$ cat src/rtl/x_dll_lock_sequencer_pkg.sv
// x_dll_pkg: shared state encodings and width helpers for the DLL lock sequencer.
package x_dll_pkg;
  typedef enum logic [2:0] {
    RESET_DLL = 3'd0,
    WAIT_LOCK = 3'd1,
    STABLE    = 3'd2,
    RUN       = 3'd3,
    FAIL      = 3'd4
  } state_e;
  localparam int LOSS_CNT_W = 8;
  function automatic int clog2w(input int v);
    return (v > 1) ? $clog2(v) : 1;
  endfunction
endpackage

$ cat src/rtl/x_dll_lock_sequencer_if.sv
// x_dll_lock_sequencer_if: DLL lock/reset signal bundle between the sequencer and its environment.
interface x_dll_lock_sequencer_if
  import x_dll_pkg::*;
#(
  parameter int RETRY_W = 3
) ();
  logic                  locked;
  logic                  relock_req;
  logic                  dll_rst;
  logic                  sys_rst_n;
  logic                  ready;
  logic                  error;
  logic [RETRY_W-1:0]    retry_cnt;
  logic [LOSS_CNT_W-1:0] loss_cnt;
  logic [2:0]            state;
  modport master (
    input  locked, relock_req,
    output dll_rst, sys_rst_n, ready, error, retry_cnt, loss_cnt, state
  );
  modport slave (
    output locked, relock_req,
    input  dll_rst, sys_rst_n, ready, error, retry_cnt, loss_cnt, state
  );
endinterface

$ cat src/rtl/x_dll_lock_sequencer_sync2.sv
// x_sync2: two-flop synchronizer with asynchronous active-low reset to 0.
module x_sync2 (
  input  logic clk,
  input  logic rst_n,
  input  logic d,
  output logic q
);
  logic [1:0] sync_q, sync_d;
  always_comb sync_d = {sync_q[0], d};
  always_ff @(posedge clk or negedge rst_n)
    if (!rst_n) sync_q <= 2'b00;
    else sync_q <= sync_d;
  assign q = sync_q[1];
endmodule

$ cat src/rtl/x_dll_lock_sequencer.sv
// x_dll_lock_sequencer: pulses DLL reset, waits for a stable lock with timeout/retry, then releases system reset.
module x_dll_lock_sequencer
  import x_dll_pkg::*;
#(
  parameter int RST_PULSE_CYCLES = 3,
  parameter int LOCK_TIMEOUT     = 1024,
  parameter int STABLE_CYCLES    = 16,
  parameter int MAX_RETRIES      = 4
) (
  input logic clk,
  input logic rst_n,
  x_dll_lock_sequencer_if.master bus
);
  localparam int CNT_MAX = (LOCK_TIMEOUT > STABLE_CYCLES)
                         ? ((LOCK_TIMEOUT > RST_PULSE_CYCLES) ? LOCK_TIMEOUT : RST_PULSE_CYCLES)
                         : ((STABLE_CYCLES > RST_PULSE_CYCLES) ? STABLE_CYCLES : RST_PULSE_CYCLES);
  localparam int CNT_W   = clog2w(CNT_MAX);
  localparam int RETRY_W = clog2w(MAX_RETRIES + 1);
  state_e                state_q, state_d;
  logic [CNT_W-1:0]      cnt_q, cnt_d;
  logic [RETRY_W-1:0]    retry_q, retry_d;
  logic [LOSS_CNT_W-1:0] loss_q, loss_d;
  logic                  dll_rst_q, dll_rst_d, run_q, run_d, error_q, error_d;
  logic                  locked_s;
  x_sync2 u_lock_sync (.clk(clk), .rst_n(rst_n), .d(bus.locked), .q(locked_s));
  always_comb begin
    state_d = state_q;
    retry_d = retry_q;
    loss_d  = loss_q;
    case (state_q)
      RESET_DLL: if (cnt_q == CNT_W'(RST_PULSE_CYCLES - 1)) state_d = WAIT_LOCK;
      WAIT_LOCK:
        if (locked_s) state_d = STABLE;
        else if (cnt_q == CNT_W'(LOCK_TIMEOUT - 1)) begin
          retry_d = retry_q + 1'b1;
          state_d = (retry_d == RETRY_W'(MAX_RETRIES)) ? FAIL : RESET_DLL;
        end
      STABLE:
        if (!locked_s) state_d = WAIT_LOCK;
        else if (cnt_q == CNT_W'(STABLE_CYCLES - 1)) begin
          state_d = RUN;
          retry_d = '0;
        end
      RUN:
        if (!locked_s || bus.relock_req) begin
          state_d = RESET_DLL;
          loss_d  = (&loss_q) ? loss_q : loss_q + 1'b1;
        end
      default: state_d = FAIL;
    endcase
    // The shared counter restarts on every transition and idles in RUN/FAIL.
    cnt_d     = (state_d != state_q || state_q == RUN || state_q == FAIL) ? '0 : cnt_q + 1'b1;
    dll_rst_d = (state_d == RESET_DLL) || (state_d == FAIL);
    run_d     = state_d == RUN;
    error_d   = state_d == FAIL;
  end
  always_ff @(posedge clk or negedge rst_n)
    if (!rst_n) begin
      state_q   <= RESET_DLL;
      cnt_q     <= '0;
      retry_q   <= '0;
      loss_q    <= '0;
      dll_rst_q <= 1'b1;
      run_q     <= 1'b0;
      error_q   <= 1'b0;
    end else begin
      state_q   <= state_d;
      cnt_q     <= cnt_d;
      retry_q   <= retry_d;
      loss_q    <= loss_d;
      dll_rst_q <= dll_rst_d;
      run_q     <= run_d;
      error_q   <= error_d;
    end
  assign bus.dll_rst   = dll_rst_q;
  assign bus.sys_rst_n = run_q;
  assign bus.ready     = run_q;
  assign bus.error     = error_q;
  assign bus.retry_cnt = retry_q;
  assign bus.loss_cnt  = loss_q;
  assign bus.state     = state_q;
endmodule
$ cat src/flat_wrapper.sv
// flat-port wrapper written by rule: the top's interface ports become plain ports
module x_dll_lock_sequencer_flat import x_dll_pkg::*;
#(
  parameter int RST_PULSE_CYCLES = 3,
  parameter int LOCK_TIMEOUT     = 1024,
  parameter int STABLE_CYCLES    = 16,
  parameter int MAX_RETRIES      = 4
)
  (clk, rst_n, bus_locked, bus_relock_req, bus_dll_rst, bus_sys_rst_n, bus_ready, bus_error, bus_retry_cnt, bus_loss_cnt, bus_state);
  x_dll_lock_sequencer_if bus_i ();
  input logic clk;
  input logic rst_n;
  input wire logic [$bits(bus_i.locked)-1:0] bus_locked;
  input wire logic [$bits(bus_i.relock_req)-1:0] bus_relock_req;
  output wire logic [$bits(bus_i.dll_rst)-1:0] bus_dll_rst;
  output wire logic [$bits(bus_i.sys_rst_n)-1:0] bus_sys_rst_n;
  output wire logic [$bits(bus_i.ready)-1:0] bus_ready;
  output wire logic [$bits(bus_i.error)-1:0] bus_error;
  output wire logic [$bits(bus_i.retry_cnt)-1:0] bus_retry_cnt;
  output wire logic [$bits(bus_i.loss_cnt)-1:0] bus_loss_cnt;
  output wire logic [$bits(bus_i.state)-1:0] bus_state;
  assign bus_i.locked = bus_locked;
  assign bus_i.relock_req = bus_relock_req;
  assign bus_dll_rst = bus_i.dll_rst;
  assign bus_sys_rst_n = bus_i.sys_rst_n;
  assign bus_ready = bus_i.ready;
  assign bus_error = bus_i.error;
  assign bus_retry_cnt = bus_i.retry_cnt;
  assign bus_loss_cnt = bus_i.loss_cnt;
  assign bus_state = bus_i.state;
  x_dll_lock_sequencer #(.RST_PULSE_CYCLES(RST_PULSE_CYCLES), .LOCK_TIMEOUT(LOCK_TIMEOUT), .STABLE_CYCLES(STABLE_CYCLES), .MAX_RETRIES(MAX_RETRIES)) u_core (.clk(clk), .rst_n(rst_n), .bus(bus_i));
endmodule
$ cat config.mk
export PLATFORM = sky130hd
export DESIGN_NAME = x_dll_lock_sequencer_flat
export DESIGN_NICKNAME = d
export VERILOG_FILES = /design/src/rtl/x_dll_lock_sequencer_pkg.sv /design/src/rtl/x_dll_lock_sequencer_if.sv /design/src/rtl/x_dll_lock_sequencer_sync2.sv /design/src/rtl/x_dll_lock_sequencer.sv /design/src/flat_wrapper.sv
export SDC_FILE = /design/constraint.sdc
export NUM_CORES = 1
export LEC_CHECK = 0
export CELL_PAD_IN_SITES_DETAIL_PLACEMENT = 1
export CELL_PAD_IN_SITES_GLOBAL_PLACEMENT = 1
export CORE_MARGIN = 5
export CORE_UTILIZATION = 38
export DETAILED_ROUTE_END_ITERATION = 8
export HOLD_SLACK_MARGIN = 0.08
export PLACE_DENSITY = 0.79
export SYNTH_ARGS = -nofsm -noshare
export SYNTH_HDL_FRONTEND = slang
export SYNTH_HIERARCHICAL = 1
export SYNTH_SLANG_ARGS = --single-unit
export TNS_END_PERCENT = 100
$ cat constraint.sdc
create_clock -name clk -period 1.9 [get_ports clk]
set_input_delay 0.38 -clock clk [delete_from_list [all_inputs] [get_ports clk]]
set_output_delay 0.38 -clock clk [all_outputs]
set_load 0.005 [all_outputs]
Word-level counts from Yosys, hierarchy flattened
Cells that the tools add are included.
Widths: inputs -> output; s select.
- register bits after elaboration: 29
- bits of input ports: 4
- output and inout bits: 18
- $add $sub $neg: 3
- equal/unequal tests: 15
- muxes and demuxes: 14
- bitwise gates (word level): 1
- reductions and logical operators: 11
- operators by type and width (kind ; count):
    $mux 3 ; 11
    $pmux 3 s4 ; 1
    $add 10x1->10 const B ; 1
    $eq 10x10->1 const B ; 1
    $eq 10x2->1 const B ; 1
    $eq 10x4->1 const B ; 1
    $mux 10 ; 1
    $eq 3x2->1 const B ; 3
    $eq 3x3->1 const B ; 3
    $add 8x1->8 const B ; 1
    $reduce_and 8->1 ; 1
    $logic_not 3->1 ; 2
    $pmux 3 s2 ; 1
    $reduce_and 5->1 ; 1
    $logic_or 1x1->1 ; 4
    $ne 2x1->1 const B ; 2
    $ne 2x2->1 const B ; 2
    $add 3x1->3 const B ; 1
    $eq 3x1->1 const B ; 1
    $ne 3x3->1 ; 1
    $reduce_and 3->1 ; 1
    $reduce_bool 2->1 ; 1
    $logic_not 1->1 ; 1
    $not 1->1 ; 1

Logic depth before layout (Yosys ltp)
Gate-level depths: netlist (run 1).
- word-level depth: 10
- depth in mapped cells: 8
- gate-level depth less buffers: 7

Modules after synthesis
Netlist (run 1), hierarchy kept.
- modules (own cells, without submodules) (module ; times used ; cells an instance ; area each (µm²) ; sequential area each (µm²)):
    x_dll_lock_sequencer ; 1 ; 139 ; 1458.9 ; 676.9
    x_sync2 ; 1 ; 2 ; 50.0 ; 50.0

Worst setup path before layout (run 1)
Ideal clock, no wire load.
- kind: flip-flop to flip-flop
- start point: register u_core.state_q[2], in the netlist u_core/bus.state[2]
- end point: register u_core.retry_q[1], in the netlist u_core/bus.retry_cnt[1]
- setup time: 0.121 ns
- arrival: 1.934 ns
- slack: -0.155 ns
- cell stages (with the launch flop): 6
- buffers on the path: 1
- period minus slack after synthesis: 2.055 ns
- cells stage by stage: dfrtp_1 > buf_6 > or4b_4 > or3_1 > a221o_1 > a22o_1
- cells in the longest elaborated chain, start to end: 3
- ends and longest elaborated chain (element ; line ; source):
    from (decl) ; x_dll_lock_sequencer.sv:19 ; state_e state_q, state_d;
    from (signal assigned) ; x_dll_lock_sequencer.sv:67 ; state_q <= state_d;
    $eq 3x2->1 or $eq 3x1->1 (tied branches) ; x_dll_lock_sequencer.sv:30 ; case (state_q)
    $ne 2x1->1 (no source line), or another cell as far along ; -- ;
    $reduce_and 5->1 (no source line) ; -- ;
    to (signal assigned) ; x_dll_lock_sequencer.sv:69 ; retry_q <= retry_d;
    to (decl) ; x_dll_lock_sequencer.sv:21 ; logic [RETRY_W-1:0] retry_q, retry_d;
Several ways; a longest one is shown, not always the timed one.
A chain may end at the register's enable or synchronous reset.

Worst setup path in the final report (run 1)
- start point: register u_core.u_lock_sync.sync_q[1]
- end point: register u_core.retry_q[1], in the netlist u_core/bus.retry_cnt[1]
- cells in the longest elaborated chain, start to end: 2
- ends and longest elaborated chain (element ; line ; source):
    from (decl) ; x_dll_lock_sequencer_sync2.sv:8 ; logic [1:0] sync_q, sync_d;
    from (signal assigned) ; x_dll_lock_sequencer_sync2.sv:12 ; else sync_q <= sync_d;
    $ne 2x2->1 (no source line) ; -- ;
    $reduce_and 5->1 (no source line) (*) ; -- ;
Every way passes the cells marked *; elsewhere a longest branch is shown, timed or not.

==> flow_summary.json, run 1 <==
{
  "rsz0062_at_grt": "yes",
  "violations": "negative setup slack",
  "cts_tree": "built",
  "worstRegToRegCells": 4,
  "crit_buf_inv": 0,
  "reg2reg_slack_ps": -70,
  "dr.pass1.iters": 4,
  "vias_per_cell": 5.35,
  "clockPowerShare_pct": 28.1,
  "setup_tns_ps": -178,
  "overflow": 0,
  "dieArea_sq_mm": 0.00533,
  "port_buffers": 21,
  "fmax_ghz": 0.508,
  "hpwl_um": 3000,
  "slowest_stage": "or4b_4",
  "start_util_pct": 38.6,
  "ys_types": 40,
  "htreeDepth": 2,
  "cts-buffers-inserted": 5,
  "min_period_ps": 1970,
  "syn-cell-area_sq_mm": 0.00151,
  "hold_path_depth": 0,
  "drt_iter0_drc": 50,
  "synth_warnings": 6,
  "ant_nets": 0,
  "worst_slack_ps": -68.7,
  "synth_top_area_share_pct": 46.4,
  "worst_setup_path_start_kind": "flip-flop",
  "cp_max_fo": 3,
  "synth-seq-area-share_pct": 48.2,
  "p_leak_nw": 1.06,
  "path_cells": "or4b_4 -> or3_1 -> a221o_1 -> a22o_1",
  "setup_viol": 5,
  "async_flop_share_pct": 100,
  "rr_endpoint": "u_core/bus.retry_cnt[1]",
  "maxCapViolCount": 0,
  "synthCells": 141,
  "fin_skew_ps": 11.3,
  "busiest_layer": "met2",
  "status": "finished, violations left",
  "holdPathEnd": "u_core/u_lock_sync/sync_q[1]",
  "internal_power_mw": 1.89,
  "worstSetupPathType": "reg2reg",
  "grt_use_total_pct": 19.9,
  "grt_util_met2_pct": 35.1,
  "worst_ep_arrival_time_ps": 2170,
  "dieWidth_um": 73.0,
  "num_rows": 23,
  "core_sq_mm": 0.00391,
  "power.switching_uw": 920,
  "cts_hold_buf": 0,
  "met3_usage_pct": 6.34,
  "ys_ff_latch": 29,
  "ys_top_cells_by_area": "dfrtp_1, xnor2_1, ha_1",
  "drive_gt1_share_pct": 35.8,
  "p_comb_share_pct": 42.2,
  "clkLatencyLatePin_ps": 300,
  "endpoint_kind": "flip-flop",
  "n_antenna_cell": 0,
  "ys.flop_type": "dfrtp_1",
  "drc_errors": 0,
  "antenna_found_initial": 0,
  "gp_congestion": 0.824,
  "syn2layout_area_growth_pct": 53.2,
  "p_per_area_mw_per_mm2": 1220,
  "grt_start_max_net_pins": 30,
  "finalPower_mw": 2.81,
  "fin_nets": 209,
  "grt_pass1_wl_um": 7800,
  "max_stage_delay_ps": 580,
  "vias": 1344,
  "pin_count": 22,
  "routed_wl_um": 4810,
  "swShare_pct": 32.7,
  "finalCritPeriodShare_pct": 104,
  "yosysTopAreaCell": "dfrtp_1",
  "syn_area_per_cell_sq_um": 10.7,
  "worst_slew_pin_slew_ps": 828,
  "vdd_ir_drop_max_mv": 1.00,
  "slew_viol_final": 0,
  "path_delay_family": "simple AND/OR/NAND/NOR gates",
  "root_buffer": "clkbuf_8",
  "cp.required_ps": 2100,
  "worstReg2RegStart": "u_core/u_lock_sync/sync_q[1]",
  "min_path_type": "reg2reg",
  "synth_top_cells_by_count": "dfrtp_1, nand2_1, xnor2_1",
  "hold_viol": 0,
  "syn_nets": 150,
  "grtUsageMet1_pct": 21.9,
  "dieHeight_um": 73.0,
  "first_global_vias": 1538,
  "seqPwrFrac_pct": 29.7,
  "cts_max_path_buffers": 2,
  "hp-start": "u_core/u_lock_sync/sync_q[0]",
  "clk_pin_slew_worst_paths_ps": 70,
  "synth.most_common_cell": "dfrtp_1",
  "relSlewSlack_pct": 44.3,
  "wire_per_inst_um": 19.2,
  "numClockSinks": 29,
  "synth_edf_count": 0
}
==> area by class of cell <==
cell class	instances	area (sq um)
Timing Repair Buffer	58	538
Clock inverter	3	65.1
Sequential cell	29	728
Inverter	7	26.3
Clock buffer	5	68.8
Tap cell	50	62.6
Multi-Input combinational cell	99	822
Fill cell	437	1600
==> metal layers <==
| metal | share of wire (%) | vias up |
|---|---|---|
| li1 | - | 620 |
| met1 | 41 | 679 |
| met2 | 52 | 30 |
| met3 | 4.4 | 15 |
| met4 | 2.6 | 0 |
| met5 | 0 | - |
==> registers in the layout, indices dropped and copies added, names as in the netlist <==
register and flops:
u_core/bus.dll_rst 1, u_core/bus.error 1, u_core/bus.loss_cnt 8, u_core/bus.ready 1
u_core/bus.retry_cnt 3, u_core/bus.state 3, u_core/cnt_q 10, u_core/u_lock_sync/sync_q 2
==> power groups by stage <==
stage / Sequential, mW / Combinational [mW] / Clock (mW)
2_1_floorplan: 0.834 / 0.410 / 0
3_3_place_gp: 0.827 / 0.795 / 0
3_5_place_dp: 0.838 / 0.847 / 0
4_1_cts: 0.826 / 1.01 / 0.789
5_1_grt: 0.855 / 1.25 / 0.835
6_report: 0.835 / 1.18 / 0.789
==> metrics by stage <==
stage	area, sq um	std cells	utilization [%]	setup slack (ps)	hold slack, ps
4_1_cts	2220	249	56.6	-59.6	359
5_1_grt	2310	251	59.0	-120	368
2_1_floorplan	1510	141	-	-76.5	84.4
6_report	2310	251	59.0	-68.7	357
3_3_place_gp	1980	237	50.5	-436	334
3_5_place_dp	1980	237	50.5	-557	338
==> logic make-up (layout without fill, tap and decap cells) <==
logic type	count (synthesis)	count (layout)	synth area share, %
DFF	29	29	48.2
adders and majority gates	5	5	4.15
AOI/OAI and AO/OA	18	18	9.20
buffers and inverters	13	73	4.15
and+or+nand+nor	54	54	20.8
xor gates and xnor gates	15	15	8.71
muxes	7	7	4.81
==> cells in the final DEF, fill, tap and decap left out, types with 2 or more instances in the layout <==
| cell type | count |
|---|---|
| buf_6 | 2 |
| inv_1 | 6 |
| a211oi_1 | 2 |
| bufinv_16 | 2 |
| nand3_2 | 3 |
| a21o_2 | 2 |
| xor2_1 | 5 |
| mux2_2 | 2 |
| nor2_1 | 7 |
| ha_1 | 3 |
| nand4_1 | 6 |
| buf_4 | 32 |
| buf_12 | 2 |
| mux2i_1 | 5 |
| and3_1 | 5 |
| a211oi_2 | 3 |
| dfrtp_1 | 27 |
| clkbuf_8 | 5 |
| ha_2 | 2 |
| xnor2_1 | 10 |
| nand3_1 | 4 |
| clkdlybuf4s50_1 | 21 |
| nor2b_1 | 2 |
| a22o_1 | 2 |
| nand3b_1 | 4 |
| nand2_1 | 11 |
==> worst max path at each step <==
| stage | from | end | slack (ps) | cells after the start |
|---|---|---|---|---|
| detailed placement | bus_relock_req | u_core/cnt_q[9] | -560 | 6 |
| global route | u_core/u_lock_sync/sync_q[1] | u_core/bus.retry_cnt[1] | -120 | 4 |
| finish | u_core/u_lock_sync/sync_q[1] | u_core/bus.retry_cnt[1] | -70 | 4 |
| global placement | bus_relock_req | u_core/cnt_q[9] | -440 | 6 |
| floorplan | u_core/bus.state[2] | u_core/bus.retry_cnt[1] | -80 | 5 |
| CTS | u_core/bus.state[1] | u_core/bus.retry_cnt[1] | -60 | 4 |
==> timing repair <==
item | CTS | global route
resized for setup | 14 | 13
cloned | 0 | 1
pin swaps | 7 | 9
buffers inserted | 5 | 1
endpoints found under the setup margin | 15 | 17
(Power assumes the default switching activity.)
==> inputs of run 2 (changes only) <==
--- a/config.mk
+++ b/config.mk
@@ -9,9 +9,11 @@
 export CELL_PAD_IN_SITES_GLOBAL_PLACEMENT = 1
 export CORE_MARGIN = 5
 export CORE_UTILIZATION = 38
+export CTS_CLUSTER_SIZE = 12
 export DETAILED_ROUTE_END_ITERATION = 8
 export HOLD_SLACK_MARGIN = 0.08
 export PLACE_DENSITY = 0.79
+export REMOVE_ABC_BUFFERS = 1
 export SYNTH_ARGS = -nofsm -noshare
 export SYNTH_HDL_FRONTEND = slang
 export SYNTH_HIERARCHICAL = 1
==> run 2 against run 1 <==
  * The run still ends with negative setup slack left
  * Non-clock buffer count up 1
  * Cell count up 0.40%
  * Maximum frequency up 1.9%
  * Die area unchanged
  * Largest cell class unchanged
  * Sequential share of layout area up 0.84 points
  * Largest power group unchanged
  * Power down 7.2%
  * Combinational power down 6%
==> flow_summary.json, run 2 (synthesis gave the netlist of run 1 again) <==
{
  "worst_slew_pin_slew_ps": 374,
  "overflow": 0,
  "worst_ep_arrival_time_ps": 2100,
  "min_period_ps": 1930,
  "cts-buffers-inserted": 5,
  "slew_viol_final": 0,
  "setup_viol": 2,
  "slowest_stage": "or4b_4",
  "multi_input_area_sq_um": 796,
  "final_common_cell": "buf_4",
  "seqPwrFrac_pct": 31.8,
  "clockPowerShare_pct": 25.5,
  "path_cells": "or4b_4 -> or3_1 -> a221o_1 -> a22o_1",
  "gp_congestion": 0.793,
  "n_antenna_cell": 0,
  "dr.pass1.iters": 4,
  "cp.required_ps": 2070,
  "worstSetupPathType": "reg2reg",
  "num_rows": 23,
  "dieWidth_um": 73.0,
  "dieArea_sq_mm": 0.00533,
  "drive_gt1_share_pct": 33.2,
  "fill_cells": 437,
  "cts_max_path_buffers": 2,
  "first_global_vias": 1482,
  "antenna_found_initial": 0,
  "worst_slack_ps": -32.2,
  "vias": 1309,
  "path_delay_family": "simple AND/OR/NAND/NOR gates",
  "core_sq_mm": 0.00391,
  "pin_count": 22,
  "grt_use_total_pct": 19.1,
  "swShare_pct": 32.5,
  "clkLatencyLatePin_ps": 280,
  "layout_common_cells": "buf_4, dfrtp_1, clkdlybuf4s50_1",
  "grt_start_max_net_pins": 30,
  "worst_setup_path_start_kind": "flip-flop",
  "cp_max_fo": 3,
  "crit_buf_inv": 0,
  "final_cells": 252,
  "fin_nets": 210,
  "worst_hold_slack_ps": 353,
  "power.switching_uw": 847,
  "p_comb_share_pct": 42.7,
  "top_register": "u_core/cnt_q",
  "port_buffers": 21,
  "register_area_sq_um": 727,
  "finalPower_mw": 2.61,
  "endpoint_kind": "flip-flop",
  "hpwl_um": 3160,
  "post-route-util_pct": 57.4,
  "dieHeight_um": 73.0,
  "vdd_ir_drop_max_mv": 0.602,
  "root_buffer": "clkbuf_8",
  "dp.cells": 234,
  "grt_pass1_wl_um": 7510,
  "relSlewSlack_pct": 75.1,
  "status": "finished, violations left",
  "min_path_type": "reg2reg",
  "clk_pin_slew_worst_paths_ps": 60,
  "fin_skew_ps": 6.91,
  "fmax_ghz": 0.518,
  "maxCapViolCount": 0,
  "drt_iter0_drc": 50,
  "syn2layout_area_growth_pct": 48.9,
  "max_stage_delay_ps": 540,
  "numClockSinks": 29,
  "start_util_pct": 38.6,
  "p_per_area_mw_per_mm2": 1160,
  "htreeDepth": 2,
  "drc_errors": 0,
  "cts_hold_buf": 0,
  "finalCritPeriodShare_pct": 102,
  "wire_per_inst_um": 18.8,
  "hold_viol": 0,
  "cts_tree": "built",
  "violations": "negative setup slack",
  "vias_per_cell": 5.19,
  "routed_wl_um": 4750,
  "ant_nets": 0,
  "p_leak_nw": 1.04,
  "rsz0062_at_grt": "yes",
  "largest_reg_flops": 10,
  "internal_power_mw": 1.76
}
[run 2: metrics by stage]
step | TNS [ps] | setup slack (ps) | cell area [sq um]
after CTS | -15.7 | -15.7 | 2170
after detailed placement | -7440 | -606 | 1960
after global placement | -5260 | -432 | 1960
after floorplan | -3300 | -272 | 1470
after global routing | -528 | -73.8 | 2250
final | -51.9 | -32.2 | 2250
[run 2: metal layers]
layer / global-route usage (%) / vias up / wire [um]
li1: - / 623 / -
met4: 8.40 / 0 / 68
met2: 34.9 / 21 / 2640
met1: 20.4 / 659 / 1890
met3: 4.82 / 6 / 148
met5: 0 / - / 0
[run 2: worst paths after layout]
check / start / endpoint / slack (ps) / cells past startpoint
min in group asynchronous: rst_n / u_core/cnt_q[4] / 490 / 2
hold / removal: u_core/u_lock_sync/sync_q[0] / u_core/u_lock_sync/sync_q[1] / 350 / 0
setup / recovery: u_core/bus.state[1] / u_core/bus.retry_cnt[1] / -30 / 4
setup reg to reg: u_core/bus.state[1] / u_core/bus.retry_cnt[1] / -30 / 4
hold reg to reg: u_core/u_lock_sync/sync_q[0] / u_core/u_lock_sync/sync_q[1] / 350 / 0
max in group asynchronous: rst_n / u_core/bus.dll_rst / 1090 / 2
[run 2: power groups by stage]
stage          clock network [mW]  registers (mW)  logic [mW]
5_1_grt                     0.712           0.847        1.17
2_1_floorplan                   0           0.860       0.357
6_report                    0.664           0.829        1.11
4_1_cts                     0.675           0.826       0.976
3_5_place_dp                    0           0.843       0.841
3_3_place_gp                    0           0.829       0.789
[run 2: final cells by class]
type	instances	area share (%)
Sequential cell	29	32.3
Multi-Input combinational cell	99	35.4
Tap cell	50	2.78
Clock inverter	2	1.67
Inverter	7	1.17
Timing Repair Buffer	59	22.9
Clock buffer	6	3.67
[run 2: worst register-to-register path, delay by kind of cell, from the launching register on]
family          cells  cell delay (ps)
simple gates        2              850
compound gates      2              580
flops               1              380
[run 2: what timing repair did]
item | in CTS | in global routing
endpoints found under the hold margin | 0 | 0
endpoints found under the setup margin | 15 | 14
pin swaps | 7 | 9
setup buffers | 5 | 6
resized for setup | 9 | 11
==> inputs of run 3 (changes only) <==
--- a/config.mk
+++ b/config.mk
@@ -5,14 +5,16 @@
 export SDC_FILE = /design/constraint.sdc
 export NUM_CORES = 1
 export LEC_CHECK = 0
+export ABC_AREA = 1
+export ABC_CLOCK_PERIOD_IN_PS = 1900
 export CELL_PAD_IN_SITES_DETAIL_PLACEMENT = 1
 export CELL_PAD_IN_SITES_GLOBAL_PLACEMENT = 1
 export CORE_MARGIN = 5
-export CORE_UTILIZATION = 38
+export CORE_UTILIZATION = 36
 export CTS_CLUSTER_SIZE = 12
 export DETAILED_ROUTE_END_ITERATION = 8
 export HOLD_SLACK_MARGIN = 0.08
-export PLACE_DENSITY = 0.79
+export PLACE_DENSITY = 0.78
 export REMOVE_ABC_BUFFERS = 1
 export SYNTH_ARGS = -nofsm -noshare
 export SYNTH_HDL_FRONTEND = slang
==> run 3 against run 2 <==
  * Core utilization shrank 9.6 points
  * Clock power shrank 14%
  * Sequential power grew 10%
  * The run now ends clean
  * Synthesized cell count grew 26%
  * Final area shrank 13%
  * Global-route usage shrank 4.1 points
  * Largest power group unchanged
  * Register-to-register slack gained 130 ps
  * Setup slack gained 130 ps
  * Maximum frequency grew 7.2%
  * First-iteration DRC count grew 24%
  * Cell count grew 2.4%
==> flow_summary.json, run 3 <==
{
  "worst_slew_pin_slew_ps": 380,
  "num_rows": 23,
  "synthCells": 177,
  "synth_top_cells_by_count": "nand2_1, dfrtp_1, inv_1",
  "worst_ep_arrival_time_ps": 1970,
  "p_per_area_mw_per_mm2": 1230,
  "grt_start_max_net_pins": 30,
  "synth_top_area_share_pct": 45.2,
  "clk_pin_slew_worst_paths_ps": 60,
  "synth-seq-area-share_pct": 46.9,
  "syn2layout_area_growth_pct": 26.1,
  "routed_wl_um": 3840,
  "worstSetupPathType": "reg2reg",
  "maxCapViolCount": 0,
  "async_flop_share_pct": 100,
  "hold_viol": 0,
  "syn_area_per_cell_sq_um": 8.75,
  "cts_tree": "built",
  "status": "completed",
  "grt_pass1_wl_um": 6370,
  "start_util_pct": 37.9,
  "numClockSinks": 29,
  "clkLatencyLatePin_ps": 280,
  "syn-cell-area_sq_mm": 0.00155,
  "fmax_ghz": 0.555,
  "vdd_ir_drop_max_mv": 0.400,
  "grt_use_total_pct": 14.9,
  "fin_nets": 216,
  "max_stage_delay_ps": 410,
  "critPathLaunch": "u_core/cnt_q[0]",
  "drc_errors": 0,
  "relSlewSlack_pct": 74.6,
  "pre_cts_ws_ps": 53.9,
  "largest_reg_flops": 10,
  "dieHeight_um": 75.6,
  "final_area_sq_mm": 0.00195,
  "yosysTopAreaCell": "dfrtp_1",
  "n_antenna_cell": 0,
  "htreeDepth": 2,
  "vias": 1275,
  "min_period_ps": 1800,
  "worstRegToRegCells": 10,
  "post_cts_buffers": 0,
  "endpoint_kind": "flip-flop",
  "top_register": "u_core/cnt_q",
  "path_cells": "ha_2 -> nand2_2 -> nor2_4 -> nand3b_1 -> nand2_1 -> nand2_1 -> nor2_2 -> nor2_4 -> nand3_2 -> nor2_2",
  "core_sq_mm": 0.00409,
  "fill_cells": 493,
  "fin_skew_ps": 7.30,
  "ant_nets": 0,
  "register_area_sq_um": 727,
  "first_global_vias": 1338,
  "final_common_cell": "nand2_1",
  "reg2reg_slack_ps": 100,
  "synth_edf_count": 0,
  "cp.required_ps": 2070,
  "drt_iter0_drc": 62,
  "synth_warnings": 6,
  "gp_congestion": 0.833,
  "wire_per_inst_um": 14.9,
  "finalCritPeriodShare_pct": 94.9,
  "setup_viol": 0,
  "cts_hold_buf": 0,
  "place_area_sq_mm": 0.00183,
  "hp-start": "u_core/u_lock_sync/sync_q[0]",
  "rsz0062_at_grt": "yes",
  "ys.flop_type": "dfrtp_1",
  "post-route-util_pct": 47.8,
  "hpwl_um": 2690,
  "dr.pass1.iters": 4,
  "root_buffer": "clkbuf_8",
  "dieArea_sq_mm": 0.00571,
  "holdPathEnd": "u_core/u_lock_sync/sync_q[1]",
  "vias_per_cell": 4.94,
  "dieWidth_um": 75.6,
  "synth.most_common_cell": "nand2_1",
  "ys_types": 27,
  "ys_ff_latch": 29,
  "cts_max_path_buffers": 2,
  "slew_viol_final": 0,
  "layout_common_cells": "nand2_1, dfrtp_1, clkdlybuf4s50_1",
  "drive_gt1_share_pct": 19.2,
  "ys_top_cells_by_area": "dfrtp_1, nand2_1, nor2_2",
  "cp_max_fo": 5,
  "worst_slack_ps": 97.2,
  "port_buffers": 21,
  "slowest_stage": "dfrtp_1",
  "setup_tns_ps": 0,
  "pin_count": 22,
  "multi_input_area_sq_um": 758,
  "hold_path_depth": 0,
  "rr_endpoint": "u_core/cnt_q[9]",
  "p_leak_nw": 0.875,
  "cts-buffers-inserted": 5,
  "antenna_found_initial": 0,
  "worstReg2RegStart": "u_core/cnt_q[0]",
  "worst_setup_path_start_kind": "flip-flop",
  "cts-resized-gates": 0,
  "min_path_type": "reg2reg",
  "overflow": 0
}
run 3: cell count changes after synthesis, moves of 3 or more:
cell      delta
a211oi_1     -5
nand2_1     +27
xnor2_1      -5
nand3b_1     -3
nor3_1       +3
xor2_1       +3
nand2_2      +3
nor2_1       +9
mux2i_1      -5
o21ai_0      +6
nand4_1      -4
and3_1       -5
inv_1       +12
nor2_2      +13
run 3: logic make-up after synthesis:
logic type | count (synthesis) | synth area share (%)
compound gates | 14 | 4.93
xor+xnor | 13 | 7.35
fa+ha+maj | 5 | 4.04
buf+inv | 22 | 5.57
flops | 29 | 46.9
simple gates | 94 | 31.2
run 3: how the worst max path moves through the flow:
stage / endpoint / slack, ps / cells past startpoint
global route: u_core/cnt_q[6] / -8 / 10
CTS: u_core/cnt_q[4] / 60 / 9
floorplan: u_core/cnt_q[0] / 330 / 10
finish: u_core/cnt_q[9] / 100 / 10
detailed placement: u_core/cnt_q[4] / 50 / 8
global placement: u_core/cnt_q[8] / 90 / 8
run 3: through the flow:
stage | cells | power [mW] | hold WS (ps)
after floorplan | 176 | 1.41 | 84.4
after global placement | 249 | 1.77 | 332
after detailed placement | 249 | 1.80 | 336
after CTS | 257 | 2.38 | 350
after global routing | 258 | 2.58 | 352
final | 258 | 2.41 | 347
run 3: critical path: cells and delay by family (launching register included):
| kind | cells | cell delay [ps] |
|---|---|---|
| and+or+nand+nor | 9 | 1030 |
| DFF | 1 | 410 |
| adders and majority gates | 1 | 240 |
run 3: layout make-up:
cell class | count | area share (%)
Inverter | 21 | 4.04
Clock inverter | 1 | 0.256
Tap cell | 50 | 3.20
Multi-Input combinational cell | 127 | 38.8
Timing Repair Buffer | 23 | 11.5
Clock buffer | 7 | 4.93
Sequential cell | 29 | 37.2
run 3: metal layers:
layer / vias up / global-route usage [%] / share of wire, %
met5: - / 0 / 0
met4: 0 / 6.02 / 1.7
li1: 620 / - / -
met1: 624 / 18.7 / 46
met2: 24 / 24.3 / 47
met3: 7 / 4.35 / 5.9
run 3: power breakdown:
| part | internal, mW | total (mW) | switching [mW] | leakage [nW] |
|---|---|---|---|---|
| Combinational | 0.404 | 0.925 | 0.521 | 0.439 |
| Clock | 0.327 | 0.569 | 0.242 | 0.0542 |
| Sequential | 0.758 | 0.912 | 0.154 | 0.382 |
